==> src/rtl/fwd_source_tracker_pkg.sv <==
// Shared types and constants for the forwarding-source tracker:
// register-number width, the per-stage field bundle and its bubble value.
package fwd_source_tracker_pkg;

    localparam int REG_W             = 4;
    localparam int MC_CYCLES_DEFAULT = 4;

    typedef struct packed {
        logic [REG_W-1:0] reg_op1;
        logic [REG_W-1:0] reg_op2;
        logic             reg_write;
        logic             mem_read;
    } stage_t;

    localparam stage_t BUBBLE = '0;

    // Register 0 never produces a value, so it can never be a hazard source.
    function automatic logic src_match(input logic [REG_W-1:0] dest,
                                       input logic [REG_W-1:0] src_a,
                                       input logic [REG_W-1:0] src_b);
        return (dest != '0) && ((dest == src_a) || (dest == src_b));
    endfunction

endpackage

==> src/rtl/fwd_stage_reg.sv <==
// One pipeline stage register: bubble beats hold, hold beats load.
// A bubble is all-zero, which makes every register field and control bit 0.
module fwd_stage_reg
    import fwd_source_tracker_pkg::*;
#(
    parameter int W = 2 * REG_W + 2
) (
    input  logic         clk,
    input  logic         rst_n,
    input  logic         hold,
    input  logic         bubble,
    input  logic [W-1:0] d_in,
    output logic [W-1:0] q_out
);

    logic [W-1:0] data_d;
    logic [W-1:0] data_q;

    always_comb begin
        data_d = data_q;
        if (bubble) begin
            data_d = '0;
        end else if (!hold) begin
            data_d = d_in;
        end
    end

    always_ff @(posedge clk or negedge rst_n) begin
        if (!rst_n) begin
            data_q <= '0;
        end else begin
            data_q <= data_d;
        end
    end

    assign q_out = data_q;

endmodule

==> src/rtl/fwd_source_tracker.sv <==
// Carries destination/RegWrite/MemRead through ID/EX, EX/MEM and MEM/WB and
// raises Stall for load-use and multi-cycle-execute hazards.
module fwd_source_tracker
    import fwd_source_tracker_pkg::*;
#(
    parameter int MC_CYCLES = MC_CYCLES_DEFAULT
) (
    input  logic             clk,
    input  logic             rst_n,
    input  logic             ID_Valid,
    input  logic [REG_W-1:0] ID_RegisterOp1,
    input  logic [REG_W-1:0] ID_RegisterOp2,
    input  logic             ID_RegWrite,
    input  logic             ID_MemRead,
    input  logic             ID_MultiCycle,
    input  logic             Flush,
    output logic [REG_W-1:0] ID_EX_RegisterOp1,
    output logic [REG_W-1:0] ID_EX_RegisterOp2,
    output logic             ID_EX_RegWrite,
    output logic             ID_EX_MemRead,
    output logic [REG_W-1:0] EX_MEM_RegisterOp1,
    output logic             EX_MEM_RegWrite,
    output logic             EX_MEM_MemRead,
    output logic [REG_W-1:0] MEM_WB_RegisterOp1,
    output logic             MEM_WB_RegWrite,
    output logic             Stall,
    output logic             Busy
);

    localparam int CNT_W = $clog2(MC_CYCLES);
    localparam int IE_W  = 2 * REG_W + 2;
    localparam int EM_W  = REG_W + 2;
    localparam int MW_W  = REG_W + 1;

    stage_t           id_cap;
    stage_t           id_ex;
    logic [IE_W-1:0]  id_ex_bits;
    logic [EM_W-1:0]  ex_mem_bits;
    logic [MW_W-1:0]  mem_wb_bits;

    logic             load_use;
    logic             busy;
    logic             id_ex_hold;
    logic             id_ex_bubble;
    logic             ex_mem_bubble;
    logic [CNT_W-1:0] cnt_d;
    logic [CNT_W-1:0] cnt_q;

    assign id_ex = id_ex_bits;

    // Hazard detection and the stage-register steering it implies.
    always_comb begin
        id_cap = BUBBLE;
        if (ID_Valid) begin
            id_cap.reg_op1   = ID_RegisterOp1;
            id_cap.reg_op2   = ID_RegisterOp2;
            id_cap.reg_write = ID_RegWrite & (ID_RegisterOp1 != '0);
            id_cap.mem_read  = ID_MemRead;
        end

        busy     = (cnt_q != '0);
        load_use = ID_Valid & id_ex.mem_read & id_ex.reg_write &
                   src_match(id_ex.reg_op1, ID_RegisterOp1, ID_RegisterOp2);

        id_ex_hold    = busy;
        id_ex_bubble  = Flush | (~busy & load_use);
        ex_mem_bubble = busy;
    end

    // A multi-cycle op loads the counter only when it actually enters ID/EX.
    always_comb begin
        cnt_d = '0;
        if (Flush) begin
            cnt_d = '0;
        end else if (busy) begin
            cnt_d = cnt_q - CNT_W'(1);
        end else if (ID_Valid & ID_MultiCycle & ~load_use) begin
            cnt_d = CNT_W'(MC_CYCLES - 1);
        end
    end

    always_ff @(posedge clk or negedge rst_n) begin
        if (!rst_n) begin
            cnt_q <= '0;
        end else begin
            cnt_q <= cnt_d;
        end
    end

    fwd_stage_reg #(.W(IE_W)) u_id_ex (
        .clk    (clk),
        .rst_n  (rst_n),
        .hold   (id_ex_hold),
        .bubble (id_ex_bubble),
        .d_in   (id_cap),
        .q_out  (id_ex_bits)
    );

    fwd_stage_reg #(.W(EM_W)) u_ex_mem (
        .clk    (clk),
        .rst_n  (rst_n),
        .hold   (1'b0),
        .bubble (ex_mem_bubble),
        .d_in   ({id_ex.reg_op1, id_ex.reg_write, id_ex.mem_read}),
        .q_out  (ex_mem_bits)
    );

    fwd_stage_reg #(.W(MW_W)) u_mem_wb (
        .clk    (clk),
        .rst_n  (rst_n),
        .hold   (1'b0),
        .bubble (1'b0),
        .d_in   (ex_mem_bits[EM_W-1:1]),
        .q_out  (mem_wb_bits)
    );

    assign ID_EX_RegisterOp1  = id_ex.reg_op1;
    assign ID_EX_RegisterOp2  = id_ex.reg_op2;
    assign ID_EX_RegWrite     = id_ex.reg_write;
    assign ID_EX_MemRead      = id_ex.mem_read;
    assign EX_MEM_RegisterOp1 = ex_mem_bits[EM_W-1:2];
    assign EX_MEM_RegWrite    = ex_mem_bits[1];
    assign EX_MEM_MemRead     = ex_mem_bits[0];
    assign MEM_WB_RegisterOp1 = mem_wb_bits[MW_W-1:1];
    assign MEM_WB_RegWrite    = mem_wb_bits[0];
    assign Stall              = ~Flush & (load_use | busy);
    assign Busy               = busy;

endmodule

==> config.mk <==
export PLATFORM = sky130hd
export DESIGN_NAME = fwd_source_tracker
export DESIGN_NICKNAME = d
export VERILOG_FILES = /design/src/rtl/fwd_source_tracker_pkg.sv /design/src/rtl/fwd_stage_reg.sv /design/src/rtl/fwd_source_tracker.sv
export SDC_FILE = /design/constraint.sdc
export NUM_CORES = 1
export LEC_CHECK = 0
export BUFFER_PORTS_ARGS = -buffer_cell sky130_fd_sc_hd__buf_2
export CORE_ASPECT_RATIO = 0.75
export CORE_MARGIN = 5
export CORE_UTILIZATION = 42
export DETAILED_ROUTE_END_ITERATION = 7
export PLACE_DENSITY = 0.75
export SLEW_MARGIN = 40
export SYNTH_ARGS = -nofsm -noshare
export SYNTH_HDL_FRONTEND = slang
export SYNTH_SLANG_ARGS = --single-unit
==> constraint.sdc <==
create_clock -name clk -period 1.4 [get_ports clk]
set_input_delay 0.28 -clock clk [delete_from_list [all_inputs] [get_ports clk]]
set_output_delay 0.28 -clock clk [all_outputs]
set_load 0.03 [all_outputs]
After elaboration in Yosys (flattened, before gate mapping):

Cells that the tools add are included.

* add/sub/neg operators: 1
* equal/unequal tests: 3
* muxes and demuxes: 7
* bitwise operators: 13
* reductions and logical operators: 5

Operators with widths (number)
* $mux W10: 3
* $and A1 B1 Y1: 8
* $eq A4 B4 Y1: 2
* $reduce_bool A4 Y1: 2
* $mux W2: 3
* $mux W6: 1
* $not A1 Y1: 3
* $ne A2 B1 Y1 const B: 1
* $or A1 B1 Y1: 2
* $reduce_bool A2 Y1: 1
* $sub A2 B1 Y2 const B: 1
* $logic_and A1 B1 Y1: 1
* $logic_or A1 B1 Y1: 1

* register bits: 23
* input port bits: 15
* output and inout bits: 23

Longest topological paths before layout:

* depth after elaboration: 9
* mapped depth: 5
* depth with buffers taken out: 5

Cells and area by module:

A second synthesis with hierarchy kept.

* cells, all modules: 109
* area, all modules: 1181.1 µm²

Modules (own cells, without submodules)
* fwd_stage_reg at u_id_ex: instances 1, cells an instance 32, area an instance 402.9 µm², seq. area each 250.2 µm²
* fwd_source_tracker: instances 1, cells an instance 42, area an instance 329.1 µm², seq. area each 50.0 µm²
* fwd_stage_reg at u_ex_mem: instances 1, cells an instance 19, area an instance 244.0 µm², seq. area each 150.1 µm²
* fwd_stage_reg at u_mem_wb: instances 1, cells an instance 16, area an instance 205.2 µm², seq. area each 125.1 µm²

Least setup slack after synthesis:

No wires, ideal clock.

* kind: reg2out
* start: register u_id_ex.data_q[7], in the netlist u_id_ex.q_out[7]
* end: output Stall
* data arrival time: 1.648 ns
* required time: 1.120 ns
* path slack: -0.528 ns
* cell stages (with the launch flop): 5
* path buffers: 0
* cell sequence: dfrtp_1 xor2_1 nor4_2 o21ai_0 a21oi_1

* cells in the longest elaborated chain, start to end: 6
* elaborated cells between the ends (all ways): 8
* those cells by class: eq/ne: 2; bitwise: 3; reduce/logical: 3

RTL lines
* start: declaration: RTL line fwd_stage_reg.sv:17 `logic [W-1:0] data_q;`
* start signal: assignment: RTL line fwd_stage_reg.sv:32 `data_q <= data_d;`
* $eq A4 B4 Y1: RTL line fwd_source_tracker_pkg.sv:21 `return (dest != '0) && ((dest == src_a) || (dest == src_b));`
* $logic_or A1 B1 Y1: RTL line fwd_source_tracker_pkg.sv:21
* $logic_and A1 B1 Y1 (*): RTL line fwd_source_tracker_pkg.sv:21
* $and A1 B1 Y1 (*): RTL line fwd_source_tracker.sv:62 `load_use = ID_Valid & id_ex.mem_read & id_ex.reg_write &`
* $or A1 B1 Y1 (*): RTL line fwd_source_tracker.sv:126 `assign Stall = ~Flush & (load_use | busy);`
* $and A1 B1 Y1 (*): RTL line fwd_source_tracker.sv:126
* end: declaration: RTL line fwd_source_tracker.sv:26 `output logic Stall,`

Mark *: on every way between the ends. The rest lies on a longest branch, timed or not.

Final worst setup path:

* start: register u_id_ex.data_q[7], in the netlist u_id_ex.q_out[7]
* end: register cnt_q[0]

* cells in the longest elaborated chain, start to end: 9
* elaborated cells between the ends (all ways): 11
* those cells by class: eq/ne: 2; mux: 3; bitwise: 3; reduce/logical: 3

RTL lines
* $eq A4 B4 Y1: RTL line fwd_source_tracker_pkg.sv:21
* $logic_or A1 B1 Y1: RTL line fwd_source_tracker_pkg.sv:21
* $logic_and A1 B1 Y1 (*): RTL line fwd_source_tracker_pkg.sv:21
* $and A1 B1 Y1 (*): RTL line fwd_source_tracker.sv:62
* $not A1 Y1 (*): RTL line fwd_source_tracker.sv:77 `end else if (ID_Valid & ID_MultiCycle & ~load_use) begin`
* $and A1 B1 Y1 (*): RTL line fwd_source_tracker.sv:77
* $mux W2 (*): RTL line fwd_source_tracker.sv:77
* $mux W2 (*): RTL line fwd_source_tracker.sv:75 `end else if (busy) begin`
* $mux W2 (*): RTL line fwd_source_tracker.sv:73 `if (Flush) begin`
* named net cnt_d[0]: RTL line fwd_source_tracker.sv:46 `logic [CNT_W-1:0] cnt_d;`
* end signal: assignment: RTL line fwd_source_tracker.sv:86 `cnt_q <= cnt_d;`
* end: declaration: RTL line fwd_source_tracker.sv:47 `logic [CNT_W-1:0] cnt_q;`

Mark *: on every way through the listed nets, which the timed path passes. The rest lies on a longest branch.
A chain may end at the register's enable or synchronous reset.

==> summary.md <==
| Metric | Value |
|---|---|
| Hold Path Class | input port to register |
| RSZ-0062 raised after global routing | yes |
| Clock Latency Late Sink | 0.32 ns |
| Initial antenna violation count | 0 |
| Die extent in y | 52.0 µm |
| Max IR drop VDD | 0.723 mV |
| Cell Area, Placed | 1460 µm² |
| Fillers | 163 |
| Final setup viols | 14 |
| Crit path kind | register to register |
| Worst setup margin | -0.640 ns |
| Max cap viols | 0 |
| Residual DRC | 0 |
| P&R area growth vs syn | 65.9% |
| Routed WL per cell | 14.8 µm |
| Internal power | 0.960 mW |
| Worst reg-to-reg path cell count | 10 |
| Synth Warn # | 0 |
| Diodes inserted | 0 |
| Nets@finish | 175 |
| Post-Synthesis Cells | 88 |
| Critical path's slowest cell | dfrtp_2 |
| Max-slew violation count | 0 |
| Final period demand of the worst path | 2.04 ns |
| DP Cell Count | 178 |
| Die W | 66.0 µm |
| Worst Setup End Kind | register |
| First-pass GRT wire length | 4560 µm |
| Core area | 2270 µm² |
| DRT iter0 DRCs | 17 |
| Vias in the first global route | 969 |
| Final non-filler cell total | 193 |
| Inserted Clock Buffers | 3 |
| Crit path cell chain | xor2_1 -> nor4_4 -> buf_4 -> buf_4 -> buf_4 -> buf_4 -> buf_4 -> o21a_4 -> buf_12 -> o21ai_0 |
| Lkg Pwr | 0.818 nW |
| Worst slew pin tran | 0.479 ns |
| Site Rows | 15 |
| Req. time, crit path | 1.65 ns |
| Final non-filler cell area | 1640 µm² |
| Critical path peak fanout | 8 |
| Power Dens Cells | 861 nW/µm² |
| Seq/Total Area, Yosys | 58.2% |
| Fin crit share | 146% |
| Post-DP HPWL | 2060 µm |
| Largest net degree at the start of global routing | 24 |
| Most frequent cell on the critical path | buf_4 |
| Routed Wire Length | 2860 µm |
| Worst hold margin | 0.203 ns |
| Avg Inst Size Synth | 11.2 µm² |
| NetSw | 0.452 mW |
| Flop pwr share | 51.1% |
| Sw Share | 32.0% |
| PortBufs | 37 |
| Die ar. | 3430 µm² |
| Top Ports | 38 |
| Initial Util | 43.5% |
| GRT Util Overall | 17.6% |
| Slew HR | 68.0% |
| Routability cong. | 0.934 |
| Syn Nets | 103 |
| Yosys reg bits | 23 |
| Grt ovf | 0 |
| Total clock sinks | 23 |
| Violated checks | setup timing |
| Startpoint types | register |
| Clk Tree Root Cell | clkbuf_4 |
| CTS H-Tree Depth | 1 |
| Clk_skew | 0.0109 ns |
| Routed vias/inst | 4.77 |
| Crit-path max cell delay | 0.46 ns |
| Clock power share | 22.0% |
| Outcome | finished with violations |
| Clock slew at reported path FFs | 0.13 ns |
| CTS tree | built |
| Final Hold Vio Count | 0 |
| Cell area after synthesis | 988 µm² |
| CTS Buffer Depth | 2 |
| Worst hold path cell count | 3 |
| Post-route antenna net violation count | 0 |
| Yosys cell types | 21 |
| Vias | 921 |
| Initial DRT Pass Iterations | 4 |
| WP data arrival | 2.29 ns |
| Gate power share | 26.9% |
| Max Freq | 0.490 GHz |
| Layout cell share with drive strength beyond 1 | 61.0% |
-- layout make-up --
class | count | area (µm²) | share of cell area (%)
clock buffers | 3 | 22.5 | 1.37
clock inverters | 1 | 5.00 | 0.305
well taps | 34 | 42.5 | 2.59
inverters | 11 | 43.8 | 2.67
repair buffers | 70 | 473 | 28.8
flip-flops and latches | 23 | 581 | 35.4
multi-input cells | 51 | 473 | 28.8
-- sequential cells by signal, indices dropped and copies added, names as in the netlist --
signal and cells:
u_id_ex.q_out 10, u_mem_wb.q_out 5, cnt_q 2, u_ex_mem.q_out 6
-- placed cells by master, fill, tap and decap left out --
cell type / n
o21a_4: 1
o32ai_2: 9
a21oi_4: 1
nand2_1: 11
nor4_4: 1
o22ai_1: 1
o21ai_0: 1
o32ai_1: 1
xor2_2: 3
buf_2: 33
buf_4: 31
xor2_1: 5
o21ai_2: 1
dlygate4sd3_1: 1
clkinv_2: 1
clkbuf_4: 3
nor4_2: 1
inv_1: 10
a41oi_1: 1
buf_6: 4
nor2_1: 6
nor2_4: 1
and2_1: 1
nand3_1: 3
buf_12: 1
inv_4: 1
dfrtp_2: 4
nand4b_1: 1
nor3b_4: 1
or4_1: 1
dfrtp_1: 19
-- timing repair --
item,in CTS,in global routing
hold endpoints to repair,23,0
setup endpoints to repair,14,15
pin swaps,2,7
hold buffers,1,0
gates resized for setup,6,10
setup buffers,6,4
-- metrics by stage --
stage / worst slack, ns / setup TNS, ns / util [%] / power (mW)
detailed placement: -0.280 / -1.17 / 64.2 / 1.06
global route: -0.712 / -8.39 / 72.2 / 1.49
global placement: -0.230 / -0.669 / 64.2 / 1.06
finish: -0.640 / -7.53 / 72.2 / 1.41
CTS: -0.602 / -7.04 / 68.7 / 1.39
floorplan: -0.213 / -1.10 / - / 0.913
-- cells in the mapped netlist, drive strengths merged --
cell,number,area share [%]
nand4b,1,0.89
and2,1,0.63
nand3,3,1.5
xor2,8,7.1
o21ai,2,1.0
nor4,2,2.5
nand2,11,4.2
o22ai,1,0.63
o32ai,10,8.9
a41oi,1,0.89
or4,1,0.76
clkbuf,2,0.76
dfrtp,23,58
inv,11,4.2
nor2,7,3.4
a21oi,1,0.51
nor3b,1,1.9
buf,1,1.1
o21a,1,0.89
-- power groups by stage --
stage / Sequential (mW) / Combinational (mW) / Clock [mW]
4_1_cts: 0.721 / 0.353 / 0.319
5_1_grt: 0.727 / 0.406 / 0.354
3_5_place_dp: 0.735 / 0.329 / 0
2_1_floorplan: 0.800 / 0.113 / 0
3_3_place_gp: 0.732 / 0.324 / 0
6_report: 0.722 / 0.380 / 0.310
-- routing by layer --
layer,global-route usage [%],wire [µm]
met5,0,0
met4,3.04,24
met3,5.18,191
met2,31.1,1390
met1,21.6,1260
-- final timing paths --
| kind | from | to | slack [ns] |
|---|---|---|---|
| min in group asynchronous | rst_n | u_id_ex.q_out[0]$_DFFE_PN0P_ | 0.43 |
| max in group asynchronous | rst_n | u_id_ex.q_out[9]$_DFFE_PN0P_ | 0.61 |
| worst max register to register | u_id_ex.q_out[7]$_DFFE_PN0P_ | cnt_q[0]$_DFF_PN0_ | -0.64 |
| worst max-delay path | u_id_ex.q_out[7]$_DFFE_PN0P_ | cnt_q[0]$_DFF_PN0_ | -0.64 |
| worst min-delay path | ID_MemRead | u_id_ex.q_out[0]$_DFFE_PN0P_ | 0.20 |
| worst min register to register | u_ex_mem.q_out[2]$_DFF_PN0_ | u_mem_wb.q_out[1]$_DFF_PN0_ | 0.38 |
-- critical path, delay by kind of cell, from the launching register on --
family	cells	cell delay, ns
buffers and inverters	6	0.76
AND/OR/NAND/NOR	1	0.07
AO/OA/AOI/OAI	2	0.39
XOR/XNOR	1	0.27
flip-flops	1	0.46
-- cell families (layout without fill, tap and decap cells) --
kind of cell | after synthesis | in the layout | synth area share, %
and+or+nand+nor | 27 | 27 | 15.8
DFF | 23 | 23 | 58.2
AOI/OAI and AO/OA | 16 | 16 | 12.8
buffers and inverters | 14 | 85 | 6.08
xor gates and xnor gates | 8 | 8 | 7.09
No activity file was read; power rests on OpenSTA's default activity.
